<file path="src/rtl/branch_resolution_unit.sv">
// EX-stage branch resolver: carries PC/prediction through IF/ID and ID/EX, computes the actual
// next-PC, and raises flush on a mispredict. Optional perf counters under BRU_PERF_CNT_EN.
module branch_resolution_unit #(
  parameter int unsigned CNT_W = 32
) (
  input  logic             clk,
  input  logic             reset,
  input  logic             if_valid,
  input  logic [31:0]      if_pc,
  input  logic [31:0]      if_pc_predict,
  input  logic             stall,
  input  logic             ex_is_branch,
  input  logic             ex_is_jal,
  input  logic             ex_is_jalr,
  input  logic             ex_bcond,
  input  logic [31:0]      ex_imm,
  input  logic [31:0]      ex_rs1,
  output logic [31:0]      ID_EX_pc,
  output logic [31:0]      pc_correct,
  output logic             prediction_sucess,
  output logic             flush,
  output logic [CNT_W-1:0] branch_cnt,
  output logic [CNT_W-1:0] mispredict_cnt
);

  logic        ifid_valid;
  logic [31:0] ifid_pc;
  logic [31:0] ifid_pred;
  logic        idex_valid;
  logic [31:0] idex_pc;
  logic [31:0] idex_pred;
  logic [31:0] actual_next;
  logic [31:0] seq_next;

  assign seq_next = idex_pc + 32'd4;

  // jalr outranks jal, which outranks a conditional branch
  always_comb begin
    actual_next = seq_next;
    if (ex_is_jalr) begin
      actual_next = (ex_rs1 + ex_imm) & ~32'h1;
    end else if (ex_is_jal) begin
      actual_next = idex_pc + ex_imm;
    end else if (ex_is_branch && ex_bcond) begin
      actual_next = idex_pc + ex_imm;
    end
  end

  assign ID_EX_pc          = idex_pc;
  assign pc_correct        = idex_valid ? actual_next : seq_next;
  assign prediction_sucess = !idex_valid || (idex_pred == actual_next);
  assign flush             = !prediction_sucess;

  always_ff @(posedge clk or posedge reset) begin
    if (reset) begin
      ifid_valid <= 1'b0;
      ifid_pc    <= '0;
      ifid_pred  <= '0;
      idex_valid <= 1'b0;
      idex_pc    <= '0;
      idex_pred  <= '0;
    end else if (flush) begin
      ifid_valid <= 1'b0;
      idex_valid <= 1'b0;
    end else if (stall) begin
      // IF/ID holds; a bubble enters EX
      idex_valid <= 1'b0;
    end else begin
      ifid_valid <= if_valid;
      ifid_pc    <= if_pc;
      ifid_pred  <= if_pc_predict;
      idex_valid <= ifid_valid;
      idex_pc    <= ifid_pc;
      idex_pred  <= ifid_pred;
    end
  end

`ifdef BRU_PERF_CNT_EN
  logic [CNT_W-1:0] branch_cnt_r;
  logic [CNT_W-1:0] mispredict_cnt_r;
  logic             resolve_ev;

  assign resolve_ev = idex_valid && (ex_is_branch || ex_is_jal || ex_is_jalr) && !stall;

  // Both counters saturate at all-ones
  always_ff @(posedge clk or posedge reset) begin
    if (reset) begin
      branch_cnt_r     <= '0;
      mispredict_cnt_r <= '0;
    end else begin
      if (resolve_ev && (branch_cnt_r != '1)) begin
        branch_cnt_r <= branch_cnt_r + CNT_W'(1);
      end
      if (flush && (mispredict_cnt_r != '1)) begin
        mispredict_cnt_r <= mispredict_cnt_r + CNT_W'(1);
      end
    end
  end

  assign branch_cnt     = branch_cnt_r;
  assign mispredict_cnt = mispredict_cnt_r;
`else
  assign branch_cnt     = '0;
  assign mispredict_cnt = '0;
`endif

endmodule

</file>
<file path="config.mk">
export PLATFORM = sky130hd
export DESIGN_NAME = branch_resolution_unit
export DESIGN_NICKNAME = d
export VERILOG_FILES = /design/src/rtl/branch_resolution_unit.sv
export SDC_FILE = /design/constraint.sdc
export NUM_CORES = 1
export LEC_CHECK = 0
export BUFFER_PORTS_ARGS = -buffer_cell sky130_fd_sc_hd__buf_2
export CORE_AREA = 2 2 161 163
export CTS_CLUSTER_SIZE = 40
export DETAILED_ROUTE_END_ITERATION = 8
export DIE_AREA = 0 0 163 165
export PLACE_DENSITY_LB_ADDON = 0.25
export SYNTH_ARGS = -nofsm -noshare
export SYNTH_HDL_FRONTEND = slang
export SYNTH_SLANG_ARGS = --single-unit
</file>
<file path="constraint.sdc">
create_clock -name clk -period 6.72 [get_ports clk]
set_clock_uncertainty 0.2 [all_clocks]
set_input_delay 0 -clock clk [delete_from_list [all_inputs] [get_ports clk]]
set_output_delay 0 -clock clk [all_outputs]
set_load 0.01 [all_outputs]
</file>
==> results.toml, run 1 <==
[run_status]
status = "completed"

[flow_run]
cap_viol_max_count = 0

[sta]
fmax_mhz = 177
slew_viol_final = 0
finalSetupTns_ns = 0
setup_violations = 0
hold_viol_final = 0
tightest_slew_ns = 1.20
timing.final.crit_period_ns = 5.65
finalCritPeriodShare = 0.841
rsz0062_at_grt = "no"
slew_headroom = 0.197

[critical_path]
cpPeakStageDelay_ns = 0.68
r2r_slack_ns = 1.07
critical_path_class = "register to register"
worstPathRequired_ns = 6.81
path_cells = "ha_1 -> a21oi_1 -> o21ai_0 -> a311oi_1 -> a21oi_1 -> mux2i_1 -> a211o_1 -> o221ai_1 -> nor4_1 -> nand4_1 -> o32ai_4 -> buf_12 -> mux2_2"
critPathCaptureType = "register"
reg2reg_from = "ID_EX_pc[9]"
critPathTopFamily = "compound AO/OA/AOI/OAI gates"
r2r_cells = 13
cp.arrival_ns = 5.74
cp_common_cell = "a21oi_1"
start_kind = "register"
worst_r2r_endpoint = "idex_pred[8]"
cp_num_buf_inv = 1
slowest_stage = "o32ai_4"
critPathMaxFanout = 75

[floorplanning]
dieArea_mm2 = 0.0269
die_w_um = 163
rows = 58
die_y_um = 165
core_area_mm2 = 0.0250
io_pins = 266
start_util = 0.493

[finish]
areaGrowthSynthToFinish_pct = 16.3
drive_gt1_frac = 0.177
multi_input_area_mm2 = 0.00826
regArea_mm2 = 0.00325
nets = 1834
fillCellCount = 2246
final_cell_area_mm2 = 0.0144

[synthesis]
synthArstFlopShare = 1.00
synth_area_mm2 = 0.0124
syn_avg_cell_area_um2 = 8.75
yosysWarnings = 0
synth-seq-cells = 130
synth.distinct_cells = 85
synth_edf_count = 0
synthFlopType = "dfrtp_1"
synth.yosys.seq_area_share = 0.263
synthCells = 1411

[global_routing]
antenna_found_initial = 0
grt_use_met3 = 0.0450
grt_max_degree = 76
gr-usage-met2 = 0.516
grt_pass1_wl_um = 65000
track_usage = 0.317
grt-ovfl-total = 0
globalRouteMet1Util = 0.447
grt_pass1_vias = 11300
grt-busiest-layer = "met2"

[place]
gp_congestion = 1.02
place_area_mm2 = 0.0131
port_buffers = 201
dp_hpwl_um = 33600

[min_path]
worstHoldPathType = "input pin to async pin"

[pwr]
swShare = 0.436
power_switching_w = 0.00170
combPwrFrac = 0.482
power.density_mw_per_mm2 = 272
leakage_nw = 6.14
p_int_w = 0.00221
pwr-share-clk = 0.217
seqPwrFrac = 0.302
irDropWorstVdd_uv = 265

[clocking]
cts_tree = "built"
cts.htree.levels = 4
numCtsBuffers = 17
clk_pin_slew_worst_paths_ns = 0.06
numClockSinks = 130
clk_latency_ns = 0.41
cts-resized-gates = 0
clock_path_buffers = 2
cts_root_buffer = "clkbuf_16"

[route]
detail_route.wl_per_cell_um = 21.8
initialDrtViolationCount = 1182
via_count = 12200
drc = 0
drt-total-wl_um = 43200
first_pass_iters = 5
viasPerCell = 6.15
ant_nets = 0
layout by cell type (no fill, tap or decap), drive strengths merged, types with 9 or more instances in the layout:
master	netlist	layout
nor3	32	32
clkbuf	43	19
inv	20	20
conb	1	64
nand3	33	33
a211oi	17	17
o21a	18	18
ha	62	62
o22ai	10	10
buf	99	215
or3	17	17
nand4	50	50
a21oi	106	106
nand2b	17	17
a211o	9	9
dfrtp	130	130
xnor2	38	38
a21o	16	16
and2	10	10
and3	22	22
nor2	83	83
a22oi	9	9
mux2	133	133
o21ai	77	77
nand2	119	119
a31oi	16	16
xor2	36	36
nor4	13	13
dlygate4sd3	0	68
mux2i	21	21
o211ai	15	15
tightest hold or removal path: cells and delay by family:
kind	cells	cell delay [ns]
buffers and inverters	3	1.20
power by group through the flow:
stage                     sequential (W)  clock (W)  combinational (W)
after CTS                        0.00116   0.000859            0.00184
after floorplan                  0.00109          0            0.00130
after global routing             0.00119   0.000902            0.00204
after detailed placement         0.00118          0            0.00180
final                            0.00118   0.000847            0.00189
after global placement           0.00117          0            0.00179
synthesized netlist by cell type (6+ instances only):
master | count | share of area
o21ai_0 | 76 | 0.031
o2111ai_1 | 6 | 0.0043
or3_1 | 17 | 0.0086
a2111oi_0 | 6 | 0.0043
xor2_1 | 36 | 0.026
mux2_1 | 118 | 0.11
nand4_1 | 49 | 0.025
and3_1 | 22 | 0.011
a21oi_1 | 106 | 0.043
xnor2_1 | 38 | 0.027
o22ai_1 | 10 | 0.0051
clkbuf_1 | 43 | 0.013
buf_12 | 11 | 0.018
o31a_1 | 8 | 0.0057
a31oi_1 | 16 | 0.0081
mux2_2 | 15 | 0.014
mux2i_1 | 21 | 0.017
a311oi_1 | 7 | 0.0050
a21o_1 | 16 | 0.0097
a211oi_1 | 16 | 0.0097
dfrtp_1 | 130 | 0.26
nand2b_1 | 17 | 0.0086
o31ai_1 | 6 | 0.0036
o21bai_1 | 8 | 0.0049
inv_1 | 20 | 0.0061
nor4_1 | 13 | 0.0066
buf_4 | 72 | 0.044
ha_1 | 62 | 0.063
o211ai_1 | 15 | 0.0091
nand2_1 | 118 | 0.036
nor3b_1 | 6 | 0.0036
nand3_1 | 33 | 0.013
o21a_1 | 18 | 0.011
or2_2 | 7 | 0.0035
a22oi_1 | 9 | 0.0055
nor3_1 | 29 | 0.012
buf_2 | 9 | 0.0036
a211o_1 | 9 | 0.0064
nor2b_1 | 8 | 0.0041
nor2_1 | 83 | 0.025
and2_1 | 10 | 0.0051
logic make-up after synthesis:
group / synth area share
AO/OA/AOI/OAI: 0.208
other: 0.000304
buffers and inverters: 0.0877
multiplexers: 0.138
XOR/XNOR: 0.0525
adder cells (fa/ha/maj): 0.0660
AND/OR/NAND/NOR: 0.184
flip-flops: 0.263
layer usage:
| layer | vias up | part of all wire |
|---|---|---|
| met4 | 0 | 0.017 |
| met3 | 53 | 0.085 |
| li1 | 5612 | - |
| met2 | 602 | 0.46 |
| met1 | 5889 | 0.44 |
| met5 | - | 0 |
layout make-up:
class	count	share of cell area
well taps	330	0.0287
inverters	20	0.00540
repair buffers	283	0.126
multi-input cells	1182	0.575
diodes	1	0.000174
flip-flops and latches	130	0.226
clock inverters	13	0.00793
clock buffers	19	0.0308
registers in the layout, summed over array words and instances, names as in the netlist:
register and count:
ifid_valid 1, ID_EX_pc 32, idex_pred 32, ifid_pred 32, ifid_pc 32, idex_valid 1
how the worst max path moves through the flow:
stage | slack (ns) | from | endpoint | cells after the start
2_1_floorplan | 2.46 | ID_EX_pc[3] | ID_EX_pc[10] | 14
3_3_place_gp | 1.18 | ID_EX_pc[9] | idex_pred[4] | 13
4_1_cts | 1.20 | ID_EX_pc[0] | idex_pred[14] | 14
5_1_grt | 0.85 | ID_EX_pc[0] | ifid_pred[3] | 14
6_report | 1.07 | ID_EX_pc[9] | idex_pred[8] | 13
3_5_place_dp | 1.23 | ID_EX_pc[9] | idex_pred[13] | 13
what timing repair did:
action                    CTS  global route
setup buffers               0             0
hold buffers               68             0
hold endpoints to repair  128             0
stage by stage:
| stage | std cells | worst slack, ns | hold slack (ns) | power, W | util |
|---|---|---|---|---|---|
| 6_report | 1978 | 1.07 | 0.0967 | 0.00391 | 0.574 |
| 4_1_cts | 1977 | 1.20 | 0.0921 | 0.00386 | 0.574 |
| 3_3_place_gp | 1877 | 1.18 | -0.0322 | 0.00296 | 0.524 |
| 5_1_grt | 1977 | 0.855 | 0.151 | 0.00413 | 0.574 |
| 3_5_place_dp | 1877 | 1.23 | -0.0214 | 0.00297 | 0.524 |
| 2_1_floorplan | 1474 | 2.46 | -0.0653 | 0.00239 | - |
No activity file was read; power rests on OpenSTA's default activity.
==> inputs of run 2 (changes only) <==
Clock period 6.72 ns to 4.94 ns, I/O delays scaled along.
==> results.toml, run 2 (synthesis results as in run 1) <==
[clocking]
numClockSinks = 130
clk_latency_ns = 0.42
clk_pin_slew_worst_paths_ns = 0.06
cts_tree = "built"
cts_root_buffer = "clkbuf_16"
cts.htree.levels = 4
clock_path_buffers = 2
numCtsBuffers = 17

[critical_path]
cp-startpoint = "ID_EX_pc[2]"
start_kind = "register"
path_cells = "buf_4 -> ha_1 -> nand3_1 -> nor3_2 -> buf_4 -> nand3_1 -> xor2_1 -> o2111a_1 -> a31oi_1 -> nor4bb_1 -> nor4b_2 -> o2111ai_2 -> o32ai_4 -> buf_12 -> buf_4 -> mux2_1"
critPathCaptureType = "register"
reg2reg_from = "ID_EX_pc[2]"
cp_common_cell = "buf_4"
r2r_cells = 16
critPathTopFamily = "simple AND/OR/NAND/NOR gates"
critPathMaxFanout = 13
r2r_slack_ns = 0.22
cp_num_buf_inv = 4
critical_path_class = "register to register"
worstPathRequired_ns = 5.03
cp.arrival_ns = 4.81
cpPeakStageDelay_ns = 0.50
path_depth = 16
slowest_stage = "dfrtp_1"
worst_r2r_endpoint = "ifid_pred[27]"
crit_path_end = "ifid_pred[27]"

[finish]
final_cell_area_mm2 = 0.0152
areaGrowthSynthToFinish_pct = 23.0
stdcell_count = 2064
postLayoutCoreUtil = 0.607
fillCellCount = 2210
nets = 1921
diodes = 0
final_cell_mix = "buf_2, dfrtp_1, nand2_1, mux2_1, a21oi_1"
drive_gt1_frac = 0.226
final_common_cell = "buf_2"

[run_status]
status = "completed"

[route]
drt-total-wl_um = 47600
ant_nets = 0
first_pass_iters = 6
drc = 0
viasPerCell = 6.09
detail_route.wl_per_cell_um = 23.1
via_count = 12600
initialDrtViolationCount = 1336

[sta]
setup_violations = 0
fin_ws_ns = 0.224
timing.final.crit_period_ns = 4.72
slew_headroom = 0.320
hold_viol_final = 0
tightest_slew_ns = 1.02
slew_viol_final = 0
finalCritPeriodShare = 0.955
fmax_mhz = 212

[floorplanning]
start_util = 0.493
die_y_um = 165
dieArea_mm2 = 0.0269
io_pins = 266
rows = 58
core_area_mm2 = 0.0250
die_w_um = 163

[place]
dp_slack_ns = 0.0211
gp_congestion = 0.989
port_buffers = 201
dp_hpwl_um = 36700
place_area_mm2 = 0.0138
place_inst = 1964

[pwr]
p_total_w = 0.00583
irDropWorstVdd_uv = 369
power.density_mw_per_mm2 = 383
leakage_nw = 6.63

[min_path]
worstHoldPathType = "input pin to register"
hold_depth = 4

[global_routing]
track_usage = 0.354
grt_pass1_wl_um = 71800
grt-ovfl-total = 0
antenna_found_initial = 1
grt_pass1_vias = 12200
grt_max_degree = 84

[flow_run]
cap_viol_max_count = 0
## run 2: cell type report
class	count	area, um^2	share of cell area
multi-input cells	1182	8320	0.547
flip-flops and latches	130	3250	0.214
repair buffers	370	2500	0.165
clock buffers	18	429	0.0282
well taps	330	413	0.0272
clock inverters	14	203	0.0133
inverters	20	77.6	0.00510
## run 2: repair_timing
item                                    in CTS  in global routing
setup buffers                                0                  1
endpoints found under the setup margin      17                130
hold endpoints to repair                   147                  0
hold buffers                                67                  0
pin swaps                                    0                  3
resized for setup                            1                 18
gates cloned                                 0                  0
## run 2: stage by stage
step	hold WS [ns]	TNS, ns
2_1_floorplan	-0.0653	0
3_3_place_gp	0.0156	0
3_5_place_dp	0.0207	0
4_1_cts	0.0503	0
5_1_grt	0.0711	-0.0108
6_report	0.0579	0
## run 2: where the power goes
group	internal [W]	switching (W)
combinational	0.00120	0.00174
sequential	0.00128	0.000267
clock	0.000852	0.000492
total	0.00333	0.00250
## run 2: worst min-delay path, delay by kind of cell
kind	cells	cell delay [ns]
buffers and inverters	2	0.31
AO/OA/AOI/OAI	1	0.12
multiplexers	1	0.20
## run 2: routing by layer
layer / part of all wire / vias up / wire [um] / track usage
li1: - / 5776 / - / -
met1: 0.44 / 6126 / 21200 / 0.495
met2: 0.46 / 597 / 21800 / 0.580
met3: 0.077 / 63 / 3660 / 0.0512
met4: 0.021 / 2 / 980 / 0.0845
met5: 0.00027 / - / 13 / 0
## run 2: worst min-delay path by stage
stage                 startpoint       endpoint
3_5_place_dp   if_pc_predict[13]  ifid_pred[13]
4_1_cts                    stall  idex_pred[19]
6_report                   stall  idex_pred[19]
5_1_grt                    stall  idex_pred[19]
2_1_floorplan           if_pc[0]     ifid_pc[0]
3_3_place_gp    if_pc_predict[7]   ifid_pred[7]
==> inputs of run 3 (changes only) <==
Settings changed: CELL_PAD_IN_SITES_DETAIL_PLACEMENT set to 0, CELL_PAD_IN_SITES_GLOBAL_PLACEMENT set to 2, CORE_AREA 2 2 161 163 to 2 2 206 208, DIE_AREA 0 0 163 165 to 0 0 208 210.
==> results.toml, run 3 (synthesis results as in run 1) <==
[sta]
tightest_slew_ns = 1.09
setup_violations = 0
slew_headroom = 0.263
timing.final.crit_period_ns = 4.76
fin_ws_ns = 0.181
finalCritPeriodShare = 0.963
hold_viol_final = 0
fmax_mhz = 210
timing.hold.ws_ns = 0.0481
slew_viol_final = 0

[clocking]
clock_path_buffers = 2
numClockSinks = 130
cts.htree.levels = 4
clk_latency_ns = 0.42
clk_pin_slew_worst_paths_ns = 0.06
cts_root_buffer = "clkbuf_16"
numCtsBuffers = 17
cts_tree = "built"

[route]
via_count = 12300
viasPerCell = 5.35
drc = 0
drt-total-wl_um = 49900
detail_route.wl_per_cell_um = 21.8
initialDrtViolationCount = 765
ant_nets = 0
first_pass_iters = 6

[finish]
fillCellCount = 4289
final_common_cell = "buf_2"
nets = 1940
drive_gt1_frac = 0.231
final_cell_mix = "buf_2, dfrtp_1, nand2_1, mux2_1, buf_4"
stdcell_count = 2292
areaGrowthSynthToFinish_pct = 26.8

[global_routing]
grt_max_degree = 73
track_usage = 0.223
grt_pass1_vias = 11800
grt_pass1_wl_um = 73600
grt-ovfl-total = 0
antenna_found_initial = 1

[floorplanning]
die_y_um = 210
start_util = 0.298
core_area_mm2 = 0.0415
rows = 75
io_pins = 266
die_w_um = 208
dieArea_mm2 = 0.0437

[pwr]
leakage_nw = 6.74
power_switching_w = 0.00244
power.density_mw_per_mm2 = 376
irDropWorstVdd_uv = 239
combPwrFrac = 0.503
pwr-share-clk = 0.238
seqPwrFrac = 0.259
p_int_w = 0.00345
swShare = 0.415

[critical_path]
slowest_stage = "a2111oi_2"
r2r_slack_ns = 0.18
critPathCaptureType = "register"
critical_path_class = "register to register"
cp_common_cell = "buf_12"
start_kind = "register"
critPathTopFamily = "compound AO/OA/AOI/OAI gates"
cpPeakStageDelay_ns = 0.50
cp_num_buf_inv = 2
worstPathRequired_ns = 5.03
critPathMaxFanout = 26
cp.arrival_ns = 4.85
path_cells = "ha_1 -> a21oi_1 -> o21a_1 -> o2111ai_1 -> a2111oi_2 -> or4_1 -> a21o_1 -> nor4bb_1 -> nor4b_2 -> o2111ai_2 -> o32ai_4 -> buf_12 -> buf_12 -> mux2_1"

[place]
dp_slack_ns = -0.0513
gp_congestion = 0.900
port_buffers = 201
place_inst = 2191
dp_hpwl_um = 41600

[flow_run]
cap_viol_max_count = 0

[run_status]
status = "completed"

[min_path]
worstHoldPathType = "input pin to register"
==> run 3: metal layers <==
| layer | vias up | part of all wire | global-route usage |
|---|---|---|---|
| li1 | 5828 | - | - |
| met2 | 425 | 0.44 | 0.348 |
| met4 | 0 | 0.020 | 0.0597 |
| met1 | 5971 | 0.48 | 0.325 |
| met3 | 42 | 0.058 | 0.0265 |
| met5 | - | 0 | 0 |
==> run 3: final timing paths <==
check                                  start       endpoint  cells after the start
max in group asynchronous              reset   ifid_pred[2]                      5
worst min register to register    ifid_pc[5]    ID_EX_pc[5]                      1
worst max-delay path            ID_EX_pc[13]   ID_EX_pc[23]                     14
min in group asynchronous              reset   ID_EX_pc[30]                      4
worst max register to register  ID_EX_pc[13]   ID_EX_pc[23]                     14
worst min-delay path                   stall  idex_pred[17]                      4
==> run 3: worst min-delay path, cell delays in order <==
cell and delay [ns]:
buf_2 0.15, o32ai_4 0.11, buf_12 0.16, mux2_1 0.19
==> run 3: timing repair <==
action / CTS / global route
resized for setup: 1 / 9
pin swaps: 0 / 1
endpoints found under the hold margin: 105 / 0
endpoints found under the setup margin: 96 / 131
buffers inserted: 0 / 1
hold buffers: 68 / 0
==> run 3: area by class of cell <==
type                            count  area [um^2]  share of cell area
Clock inverter                     14          238              0.0152
Tap cell                          539          674              0.0431
Timing Repair Buffer              389         2690               0.172
Clock buffer                       17          425              0.0272
Antenna cell                        1         2.50            0.000160
Multi-Input combinational cell   1182         8300               0.530
Inverter                           20         77.6             0.00495
Sequential cell                   130         3250               0.208
==> run 3: power by group through the flow <==
stage               clock network (W)  logic [W]  registers, W
global placement                    0    0.00288       0.00153
global route                  0.00147    0.00323       0.00155
floorplan                           0    0.00176       0.00149
finish                        0.00140    0.00296       0.00153
detailed placement                  0    0.00287       0.00154
CTS                           0.00143    0.00294       0.00152
==> run 3: stage by stage <==
step / instance area, um^2 / total power (W) / utilization / TNS [ns]
final: 15700 / 0.00589 / 0.378 / 0
after global routing: 15700 / 0.00625 / 0.377 / -0.0894
after global placement: 14300 / 0.00441 / 0.344 / -4.90
after detailed placement: 14300 / 0.00441 / 0.344 / -2.15
after floorplan: 12600 / 0.00325 / - / 0
after CTS: 15600 / 0.00589 / 0.376 / 0
